--- src/rtl/sap2_pkg.sv ---
// Shared definitions for the SAP-2 arithmetic core: ALU opcodes, flag bit
// positions and the default datapath width.
package sap2_pkg;

  localparam int DEF_DATA_W = 8;

  localparam logic [3:0] ALU_ADD   = 4'b0000;
  localparam logic [3:0] ALU_SUB   = 4'b0001;
  localparam logic [3:0] ALU_AND   = 4'b0010;
  localparam logic [3:0] ALU_OR    = 4'b0011;
  localparam logic [3:0] ALU_XOR   = 4'b0100;
  localparam logic [3:0] ALU_CMA   = 4'b0101;
  localparam logic [3:0] ALU_RAL   = 4'b0110;
  localparam logic [3:0] ALU_RAR   = 4'b0111;
  localparam logic [3:0] ALU_INC   = 4'b1000;
  localparam logic [3:0] ALU_DEC   = 4'b1001;
  localparam logic [3:0] ALU_PASSA = 4'b1010;
  localparam logic [3:0] ALU_PASST = 4'b1011;

  localparam int FLAG_S = 1;
  localparam int FLAG_Z = 0;

endpackage

--- src/rtl/sap2_alu.sv ---
// Purely combinational SAP-2 ALU: R = f(A, T, Sel) with sign and zero
// indications derived from R. All arithmetic wraps modulo 2^W.
module sap2_alu
  import sap2_pkg::*;
#(
  parameter int W = DEF_DATA_W
) (
  input  logic [W-1:0] a_i,
  input  logic [W-1:0] t_i,
  input  logic [3:0]   sel_i,
  output logic [W-1:0] r_o,
  output logic         s_o,
  output logic         z_o
);

  localparam logic [W-1:0] ONE = W'(1);

  always_comb begin
    // NOTE: r_o gets a default before the case so no select value can leave it
    // unassigned and infer a latch.
    r_o = '0;
    case (sel_i)
      ALU_ADD:   r_o = a_i + t_i;
      ALU_SUB:   r_o = a_i - t_i;
      ALU_AND:   r_o = a_i & t_i;
      ALU_OR:    r_o = a_i | t_i;
      ALU_XOR:   r_o = a_i ^ t_i;
      ALU_CMA:   r_o = ~a_i;
      ALU_RAL:   r_o = {a_i[W-2:0], a_i[W-1]};
      ALU_RAR:   r_o = {a_i[0], a_i[W-1:1]};
      ALU_INC:   r_o = t_i + ONE;
      ALU_DEC:   r_o = t_i - ONE;
      ALU_PASSA: r_o = a_i;
      ALU_PASST: r_o = t_i;
      default:   r_o = '0;
    endcase
  end

  assign s_o = r_o[W-1];
  assign z_o = (r_o == '0);

endmodule

--- src/rtl/sap2_acc_alu_breg.sv ---
// SAP-2 accumulator, B register, ALU and W-bus driver.
// Build option SAP2_ALU_FLAGS_EN adds the {S, Z} flag register; without it flags reads 0.
module sap2_acc_alu_breg
  import sap2_pkg::*;
#(
  parameter int DATA_W = DEF_DATA_W
) (
  input  logic              CLK,
  input  logic              CLR,
  input  logic [DATA_W-1:0] bus_in,
  input  logic [DATA_W-1:0] tmp_in,
  input  logic              nLa,
  input  logic              Ea,
  input  logic              nLb,
  input  logic              Eb,
  input  logic [3:0]        Sel,
  input  logic              Eu,
  output logic [DATA_W-1:0] bus_out,
  output logic              bus_oe,
  output logic [DATA_W-1:0] acc_q,
  output logic [1:0]        flags
);

  logic [DATA_W-1:0] a_q, a_d;
  logic [DATA_W-1:0] b_q, b_d;
  logic [DATA_W-1:0] alu_r;
  logic              alu_s, alu_z;
  logic [1:0]        flags_d;

  sap2_alu #(.W(DATA_W)) u_alu (
    .a_i   (a_q),
    .t_i   (tmp_in),
    .sel_i (Sel),
    .r_o   (alu_r),
    .s_o   (alu_s),
    .z_o   (alu_z)
  );

  assign a_d = nLa ? a_q : bus_in;
  assign b_d = nLb ? b_q : bus_in;

  always_comb begin
    flags_d         = '0;
    flags_d[FLAG_S] = alu_s;
    flags_d[FLAG_Z] = alu_z;
  end

  always_ff @(posedge CLK or posedge CLR) begin
    // NOTE: registered state uses non-blocking assignments so every flop samples
    // pre-edge values; this is what lets A take the looped-back ALU result.
    if (CLR) begin
      a_q <= '0;
      b_q <= '0;
    end else begin
      a_q <= a_d;
      b_q <= b_d;
    end
  end

`ifdef SAP2_ALU_FLAGS_EN
  logic [1:0] flags_q;

  // Flags capture the same pre-edge R that may be loaded into A.
  always_ff @(posedge CLK or posedge CLR) begin
    if (CLR)     flags_q <= '0;
    else if (Eu) flags_q <= flags_d;
  end

  assign flags = flags_q;
`else
  logic unused_flags;
  assign unused_flags = ^flags_d;
  assign flags        = 2'b00;
`endif

  // Fixed priority Eu > Ea > Eb keeps the bus deterministic on upstream errors.
  always_comb begin
    bus_out = '0;
    if (Eu)      bus_out = alu_r;
    else if (Ea) bus_out = a_q;
    else if (Eb) bus_out = b_q;
  end

  assign bus_oe = Ea | Eb | Eu;
  assign acc_q  = a_q;

endmodule

--- config.mk ---
export PLATFORM = sky130hd
export DESIGN_NAME = sap2_acc_alu_breg
export DESIGN_NICKNAME = d
export VERILOG_FILES = /design/src/rtl/sap2_pkg.sv /design/src/rtl/sap2_alu.sv /design/src/rtl/sap2_acc_alu_breg.sv
export SDC_FILE = /design/constraint.sdc
export NUM_CORES = 1
export LEC_CHECK = 0
export ABC_AREA = 1
export CAP_MARGIN = 40
export CORE_MARGIN = 5
export CORE_UTILIZATION = 50
export CTS_BUF_LIST = sky130_fd_sc_hd__clkbuf_2 sky130_fd_sc_hd__clkbuf_4 sky130_fd_sc_hd__clkbuf_8
export DETAILED_ROUTE_END_ITERATION = 12
export HOLD_SLACK_MARGIN = 0.08
export PLACE_DENSITY = 0.89
export SLEW_MARGIN = 10
export SYNTH_ARGS = -nofsm -noshare
export SYNTH_HDL_FRONTEND = slang
export SYNTH_SLANG_ARGS = --single-unit
--- constraint.sdc ---
create_clock -name CLK -period 5.09 [get_ports CLK]
set_input_delay 1.018 -clock CLK [delete_from_list [all_inputs] [get_ports CLK]]
set_output_delay 1.018 -clock CLK [all_outputs]
set_load 0.005 [all_outputs]
==> metrics.txt, run 1 <==
Worst setup EP type=output pin; CP Data Arrival Time=3.88 ns; Synth Register Bits=16; Pre-antenna DRT Iters=5; peak supply drop=0.196 mV; min Tclk post-route=4.90 ns; Final Cycle Share=96.3%; n_diodes=0; CP max-delay cell=clkdlybuf4s50_1; total of max-cap violations=0; H-tree depth=1; drt initial violations=182; CTS tree=done; crit path kind=input port to output pin; clock skew=0 ns; multiplexer share of the synthesized area=0%; chip width=79.6 um; Post-synth EDFFs=0; vias in the first global route=2,589; worst hold path class=flip-flop to flip-flop; HP Start=b_q[4]; clk buf depth=2; Tot GR Track Use=22.5%; Setup Viol. Count Final=0; Rel. slew slack=62.0%; critical path startpoint category=input port; Mapped Area=0.00242 mm2; Die Ht=79.6 um; static leakage=1.46 nW; CP max FO=8; final layout net count=483; CP required=4.07 ns; Clk pwr share=19.5%; Worst path most repeated cell=nand2_1; Cell variety after synth=37; switching part of the total=40.2%; Syn. warnings=0; routability cong.=0.972; ANT nets after route=0; clk slew on worst S/H paths=0.06 ns; I/O pins=46; Top FF cell, synth=dfrtp_1; worst reg-to-reg path cell count=2; Port Buffers=43; R2R Path End=acc_q[7]; slowest stage delay, CP=0.50 ns; share of layout cells above drive strength 1=10.2%; register area share after synthesis=16.5%; post-route cell area=0.00298 mm2; drc violations=0; mean number of vias per cell=5.42; worst slew pin tran=0.570 ns; Mean Syn Cell Area=6.41 um2; die area=0.00634 mm2; largest family of logic cells by synthesized area=simple AND/OR/NAND/NOR gates; largest net degree at the start of global routing=18; outcome=finished, final reports clean; Setup WS pre-CTS=0.0870 ns; most common cell after layout, fill and taps aside=nand2_1; sw power=224 uW; worst path cell trace=clkdlybuf4s50_1, inv_1, nand2_2, inv_2, nand2_4, o21ai_0, o21ai_1, ha_1, a21oi_1, nand2_1, nand2_1, nand2_1, a21oi_1, xnor2_1, nand2_1, nand3_1, nand2_1, nand2_1, clkdlybuf4s50_1; area delta synth->final=23.0%; Detailed Place HPWL=5600 um; Remaining Overflow, GRT=0; Cells after Synth=378; global-route wire length before repair=11,600 um; commonest non-fill, non-tap cells in the layout=nand2_1 (97), inv_1 (48), clkdlybuf4s50_1 (43), o21ai_0 (32), ha_1 (32); mean routed wirelength per cell=14.3 um; WHS Path Cells=2; CORE AREA=0.00472 mm2; placement row count=25; FF-to-FF setup slack=4.25 ns; Fillers=422; combinational power share=52.3%; Vias=2,646; Pint=333 uW; Reg power frac=28.2%; Worst Path Buf+Inv=4; xor and xnor area share after synthesis=1.08%; CTS Buf Count=3; Initial Util=51.3%; initial antenna violation count=0; total power per unit cell area=187 mW/mm2; CP top delay family=buffers and inverters; max-slew violations=0; final WL=6960 um; final setup margin=0.188 ns; setup TNS=0 ns; clock sinks=16; RR Startpoint=acc_q[7]; ys async rst share=100%; post-synthesis simple-gate area fraction=32.5%; hold path endpoint=b_q[4]; clk root buf=clkbuf_8; Final Util=63.2%; worst skew pair latency=0.24 ns; adder-cell area share of the yosys netlist=18.2%; number of hold violations in the final report=0; f_max=204 MHz; Synth Area in Compound Gates=20.6%; placed inst area=0.00290 mm2; PnR Total Power=557 uW
## cell families after synthesis
kind of cell             count (synthesis)
XOR/XNOR                                 3
AO/OA/AOI/OAI                           82
adder cells (fa/ha/maj)                 34
flip-flops                              16
buffers and inverters                   66
AND/OR/NAND/NOR                        176
other                                    1
## stage by stage
stage,instances,hold WS [ns]
detailed placement,482,0.474
global placement,482,0.464
floorplan,379,0.451
finish,488,0.485
CTS,486,0.489
global route,488,0.531
## what timing repair did
action	CTS	global route
setup endpoints to repair	0	1
setup buffers	0	2
hold buffers	0	0
resized for setup	0	7
## worst register-to-register path: cells and delay by family, from the launching register on
kind / cells / cell delay (ns)
AOI/OAI and AO/OA: 1 / 0.09
DFF: 1 / 0.49
and+or+nand+nor: 1 / 0.12
## worst max-delay path by stage
stage | endpoint | slack (ns) | depth (start not counted) | from
floorplan | bus_out[6] | 1.37 | 19 | Sel[2]
global placement | bus_out[6] | 0.17 | 21 | Sel[2]
detailed placement | bus_out[6] | 0.09 | 21 | Sel[2]
CTS | bus_out[6] | 0.08 | 21 | Sel[2]
global route | bus_out[6] | -0.04 | 19 | Sel[2]
finish | bus_out[6] | 0.19 | 19 | Sel[2]
## cell usage after synthesis (5+ instances only)
| cell type | count | share of area [%] |
|---|---|---|
| nand2_1 | 98 | 15 |
| o22ai_1 | 14 | 3.6 |
| inv_1 | 49 | 7.6 |
| a21oi_1 | 13 | 2.7 |
| a221oi_1 | 6 | 2.2 |
| o21ai_0 | 34 | 7.0 |
| nor2_1 | 24 | 3.7 |
| nand2_2 | 5 | 1.3 |
| inv_2 | 8 | 1.2 |
| nand3_1 | 28 | 5.8 |
| dfrtp_1 | 16 | 17 |
| ha_1 | 32 | 17 |
## final cells by class
class | instances | area [um2] | share of cell area, %
inverter | 59 | 224 | 7.51
tap | 67 | 83.8 | 2.81
sequential | 16 | 400 | 13.4
multi-input combinational | 297 | 1770 | 59.5
clock buffer | 4 | 55.1 | 1.85
timing repair buffer | 45 | 445 | 14.9
## power groups by stage
stage	sequential, mW	combinational [mW]	clock, mW
finish	0.157	0.292	0.109
global route	0.159	0.327	0.119
CTS	0.157	0.285	0.110
detailed placement	0.159	0.283	0
global placement	0.158	0.276	0
floorplan	0.154	0.185	0
## flip-flops by register name, indices dropped and copies added, names as in the netlist
name and count:
acc_q 8, b_q 8
## routing by layer
metal	vias to the layer above	track usage, %	routed length, um
met5	-	0	0
met4	0	7.39	135
met3	17	1.69	404
met2	100	39.8	3330
met1	1194	28.7	3090
li1	1335	-	-
Power figures use the tool's default switching activity.
==> run 2, diff against run 1 <==
==> constraint.sdc (replaced) <==
create_clock -name CLK -period 5.57 [get_ports CLK]
set_input_delay 1.114 -clock CLK [delete_from_list [all_inputs] [get_ports CLK]]
set_output_delay 1.114 -clock CLK [all_outputs]
set_load 0.01 [all_outputs]
==> metrics.txt, run 2 (synthesis results as in run 1) <==
outcome=finished, final reports clean; n_diodes=0 (unchanged); ANT nets after route=0 (unchanged); die area=0.00634 mm2 (unchanged); static leakage=1.45 nW (-0.56%); CTS Buf Count=3 (unchanged); Setup WS pre-CTS=0.337 ns (+0.250 ns); initial antenna violation count=0 (unchanged); vias in the first global route=2,579 (-0.39%); Pre-antenna DRT Iters=5 (unchanged); R2R Path End=acc_q[2]; routability cong.=0.961 (-1.1%); final layout net count=481 (-0.41%); Fillers=435 (+3.1%); total power per unit cell area=174 mW/mm2 (-7.1%); worst hold path class=flip-flop to flip-flop; switching part of the total=41.1% (+0.89 points); HP Start=b_q[1]; post-route insts no fill=486 (-0.41%); Clk pwr share=19.6% (about the same); Worst setup EP type=output pin; max-slew violations=0 (unchanged); Initial Util=51.3% (unchanged); RSZ-0062 raised after global routing=false; peak supply drop=0.207 mV (+5.5%); FF-to-FF setup slack=4.73 ns (+0.48 ns); worst slew pin tran=0.571 ns (+0.000983 ns); worst reg-to-reg path cell count=2 (unchanged); cell count after placement=482 (unchanged); total of max-cap violations=0 (unchanged); slowest stage delay, CP=0.53 ns (+0.03 ns); # Post-CTS Setup Buffers=0 (unchanged); f_max=192 MHz; number of hold violations in the final report=0 (unchanged); global-route wire length before repair=11,400 um (-2.4%); min Tclk post-route=5.20 ns; Vias=2,732 (+3.3%); drt initial violations=209 (+15%); setup TNS=0 ns (unchanged); FF+latch area=400 um2 (unchanged); placement row count=25 (unchanged); final WL=7030 um (+1.0%); CP required=4.46 ns (+0.39 ns); drc violations=0 (unchanged); Die Ht=79.6 um (unchanged); critical path startpoint category=input port; Pint=303 uW (-9.2%); CP max FO=8 (unchanged); clock sinks=16 (unchanged); CP max-delay cell=clkdlybuf4s50_1; clock skew=0 ns (unchanged); Port Buffers=43 (unchanged); Final Cycle Share=93.4%; mean routed wirelength per cell=14.5 um (+1.4%); chip width=79.6 um (unchanged); multi-input logic area=0.00177 mm2 (-0.49%); Remaining Overflow, GRT=0 (unchanged); mean number of vias per cell=5.62 (+3.7%); sw power=211 uW (-5.8%); hold path endpoint=b_q[1]; CP Data Arrival Time=4.09 ns (+0.21 ns); area delta synth->final=22.0%; CORE AREA=0.00472 mm2 (unchanged); WHS Path Cells=2 (unchanged); clk root buf=clkbuf_8; I/O pins=46 (unchanged); share of layout cells above drive strength 1=8.83% (-1.4 points); commonest non-fill, non-tap cells in the layout=nand2_1 (97), inv_1 (49), clkdlybuf4s50_1 (43), o21ai_0 (33), ha_1 (32); largest net degree at the start of global routing=18 (unchanged); Rel. slew slack=61.9% (-0.066 points); combinational power share=52.4% (about the same); final setup margin=0.369 ns (+0.181 ns); H-tree depth=1 (unchanged); Tot GR Track Use=22.1% (-0.40 points); clk slew on worst S/H paths=0.06 ns (about the same); Worst path most repeated cell=nand2_1; Reg power frac=27.9% (-0.3 points); Detailed Place HPWL=5710 um (+2.0%); worst path cell trace=clkdlybuf4s50_1, inv_1, nor2_1, nand2_2, o21ai_1, inv_1, fa_1, inv_1, nand3_1, nand2_1, nand2_1, nand2_1, a21oi_1, xnor2_1, nand2_1, nand3_1, nand2_1, nand2_1, clkdlybuf4s50_1; RR Startpoint=acc_q[2]; Setup Viol. Count Final=0 (unchanged); CTS tree=done; worst skew pair latency=0.25 ns (about the same); crit path kind=input port to output pin; clk buf depth=2 (unchanged); most common cell after layout, fill and taps aside=nand2_1
## run 2: cell count changes in the layout (fill, tap and decap cells not counted)
cell	before	now
inv_2	9	8
fa_1	1	2
o21ai_2	2	1
buf_4	2	0
nor2_1	23	24
nor2_2	4	3
inv_1	48	49
fa_2	1	0
o21ai_0	32	33
## run 2: what timing repair did
action,4_1_cts,5_1_grt
gates resized for setup,0,2
hold buffers,0,0
setup endpoints to repair,0,1
## run 2: power groups by stage
stage / logic (mW) / clock network (mW) / registers (mW)
after detailed placement: 0.264 / 0 / 0.145
after floorplan: 0.173 / 0 / 0.143
after global routing: 0.300 / 0.108 / 0.145
final: 0.269 / 0.101 / 0.144
after CTS: 0.267 / 0.103 / 0.143
after global placement: 0.257 / 0 / 0.144
## run 2: worst max-delay path by stage
stage	slack [ns]	from	cells past startpoint	end
after floorplan	1.63	Sel[2]	19	bus_out[6]
after global placement	0.42	Sel[2]	21	bus_out[6]
after detailed placement	0.34	Sel[0]	19	bus_out[6]
after CTS	0.33	Sel[2]	21	bus_out[6]
after global routing	0.02	Sel[0]	19	bus_out[6]
final	0.37	Sel[0]	19	bus_out[6]
## run 2: stage by stage
step / hold slack, ns / utilization [%] / power, mW / cell area, um2
after floorplan: 0.451 / - / 0.316 / 2430
after global placement: 0.465 / 61.4 / 0.402 / 2900
after detailed placement: 0.477 / 61.4 / 0.409 / 2900
after CTS: 0.498 / 62.6 / 0.513 / 2960
final: 0.491 / 62.6 / 0.514 / 2960
after global routing: 0.534 / 62.6 / 0.553 / 2960
## run 2: critical path: cells and delay by family
family / cells / cell delay (ns)
buffers and inverters: 5 / 1.27
AO/OA/AOI/OAI: 2 / 0.20
adder cells (fa/ha/maj): 1 / 0.39
XOR/XNOR: 1 / 0.13
AND/OR/NAND/NOR: 10 / 0.99
## run 2: final cells by class
cell class,instances,share of cell area [%]
Multi-Input combinational cell,297,59.7
Inverter,59,7.57
Timing Repair Buffer,43,14.5
Tap cell,67,2.83
Sequential cell,16,13.5
Clock buffer,4,1.86
## run 2: routing by layer
layer	routed length (um)	part of all wire [%]	up-vias	global-route usage, %
met5	0	0	-	0
met4	123	1.7	0	6.19
met3	515	7.3	16	3.16
met2	3410	48	123	39.5
met1	2990	42	1256	27.4
li1	-	-	1337	-
==> run 3, diff against run 2 <==
==> constraint.sdc (replaced) <==
create_clock -name CLK -period 5.05 [get_ports CLK]
set_input_delay 1.01 -clock CLK [delete_from_list [all_inputs] [get_ports CLK]]
set_output_delay 1.01 -clock CLK [all_outputs]
set_load 0.01 [all_outputs]
==> metrics.txt, run 3 (synthesis results as in run 1) <==
# Post-CTS Setup Buffers=0 (unchanged); Tot GR Track Use=22.9% (+0.79 points); Port Buffers=43 (unchanged); final setup margin=0.249 ns (-0.120 ns); CP max FO=7 (-1); clock skew=0 ns (unchanged); Worst path most repeated cell=nand2_1; total power per unit cell area=186 mW/mm2 (+7.0%); CTS Buf Count=3 (unchanged); static leakage=1.47 nW (+1.2%); drt initial violations=172 (-18%); worst reg-to-reg path cell count=2 (unchanged); RSZ-0062 raised after global routing=false; die area=0.00634 mm2 (unchanged); Pre-antenna DRT Iters=4 (-1); clk buf depth=2 (unchanged); total of max-cap violations=0 (unchanged); worst slew pin tran=0.574 ns (+0.00332 ns); Setup Viol. Count Final=0 (unchanged); mean routed wirelength per cell=14.2 um (-2.2%); routability cong.=0.959 (-0.22%); WHS Path Cells=2 (unchanged); critical path startpoint category=input port; initial antenna violation count=0 (unchanged); CP top delay family=buffers and inverters; worst hold slack=0.482 ns (-0.00959 ns); Remaining Overflow, GRT=0 (unchanged); drc violations=0 (unchanged); final WL=6900 um (-2.0%); global-route wire length before repair=11,700 um (+3.2%); most common cell after layout, fill and taps aside=nand2_1; worst path cell trace=clkdlybuf4s50_1, inv_1, nand2_2, inv_2, nand2_1, buf_4, nand2_1, ha_4, nand3_1, nand2_1, nand2_1, a21oi_2, or2_2, nand3_1, nand3_1, nand2_1, nand2_1, clkdlybuf4s50_1; Worst setup EP type=output pin; n_diodes=0 (unchanged); outcome=finished, final reports clean; I/O pins=46 (unchanged); Setup WS pre-CTS=-0.0155 ns (-0.352 ns); Initial Util=51.3% (unchanged); H-tree depth=1 (unchanged); crit path kind=input port to output pin; CTS tree=done; share of layout cells above drive strength 1=10.0% (+1.2 points); placement row count=25 (unchanged); Final Cycle Share=95.1%; CP required=4.04 ns (-0.42 ns); worst skew pair latency=0.25 ns (about the same); Rel. slew slack=61.7% (-0.22 points); slowest stage delay, CP=0.53 ns (about the same); mean number of vias per cell=5.46 (-2.9%); peak supply drop=0.183 mV (-12%); Crit path depth=18 (-1); FF+latch area=400 um2 (unchanged); multi-input logic area=0.00179 mm2 (+1.3%); CP Data Arrival Time=3.79 ns (-0.30 ns); clk slew on worst S/H paths=0.05 ns (about the same); Worst Path Buf+Inv=5 (unchanged); number of hold violations in the final report=0 (unchanged); final layout net count=483 (+0.42%); Vias=2,657 (-2.7%); clock sinks=16 (unchanged); Die Ht=79.6 um (unchanged); Detailed Place HPWL=5690 um (-0.34%); commonest non-fill, non-tap cells in the layout=nand2_1 (98), inv_1 (49), clkdlybuf4s50_1 (42), o21ai_0 (32), ha_1 (31); min Tclk post-route=4.80 ns; clk root buf=clkbuf_8; CP max-delay cell=clkdlybuf4s50_1; ANT nets after route=0 (unchanged); f_max=208 MHz; Fillers=434 (-0.23%); max-slew violations=0 (unchanged); area delta synth->final=23.2%; CORE AREA=0.00472 mm2 (unchanged); vias in the first global route=2,666 (+3.4%); worst hold path class=flip-flop to flip-flop; largest net degree at the start of global routing=18 (unchanged); chip width=79.6 um (unchanged)
[run 3: power by group]
group	internal, mW	switching (mW)
Clock	0.0529	0.0393
Combinational	0.130	0.174
Sequential	0.140	0.0188
[run 3: timing repair]
item                       4_1_cts  5_1_grt
resized for setup                1        7
hold endpoints to repair         0        0
setup endpoints to repair        1        3
pin swaps                        0        1
cloned                           0        0
hold buffers                     0        0
[run 3: path summary, 6_finish.rpt]
path                                from    endpoint  slack, ns
max in group asynchronous            CLR    acc_q[1]       3.56
worst max register to register  acc_q[2]    acc_q[2]       4.19
worst min-delay path              b_q[3]      b_q[3]       0.48
worst min register to register    b_q[3]      b_q[3]       0.48
worst max-delay path              Sel[2]  bus_out[5]       0.25
min in group asynchronous            CLR      b_q[6]       1.12
[run 3: metal layers]
layer  routed length (um)  up-vias  global-route usage [%]
met3                  388       16                    2.14
met1                 3070     1214                    28.3
li1                     -     1338                       -
met5                    0        -                       0
met2                 3270       89                    40.7
met4                  165        0                    8.76
[run 3: cell type report]
| type | count | share of cell area, % |
|---|---|---|
| clock buffers | 3 | 1.38 |
| flip-flops and latches | 16 | 13.4 |
| inverters | 59 | 7.50 |
| well taps | 67 | 2.81 |
| multi-input cells | 297 | 59.9 |
| repair buffers | 45 | 15.0 |
[run 3: metrics by stage]
stage / cell area (um2) / TNS (ns) / util (%) / total power [mW] / cells
global route: 2990 / 0 / 63.2 / 0.604 / 487
CTS: 2960 / 0 / 62.6 / 0.549 / 487
floorplan: 2430 / 0 / - / 0.348 / 379
global placement: 2920 / 0 / 61.7 / 0.444 / 484
detailed placement: 2920 / -0.0155 / 61.7 / 0.453 / 484
finish: 2990 / 0 / 63.2 / 0.555 / 487
[run 3: worst reg2reg max path: cells and delay by family, from the launching register on]
kind	cells	cell delay [ns]
flops	1	0.51
simple gates	1	0.12
compound gates	1	0.09
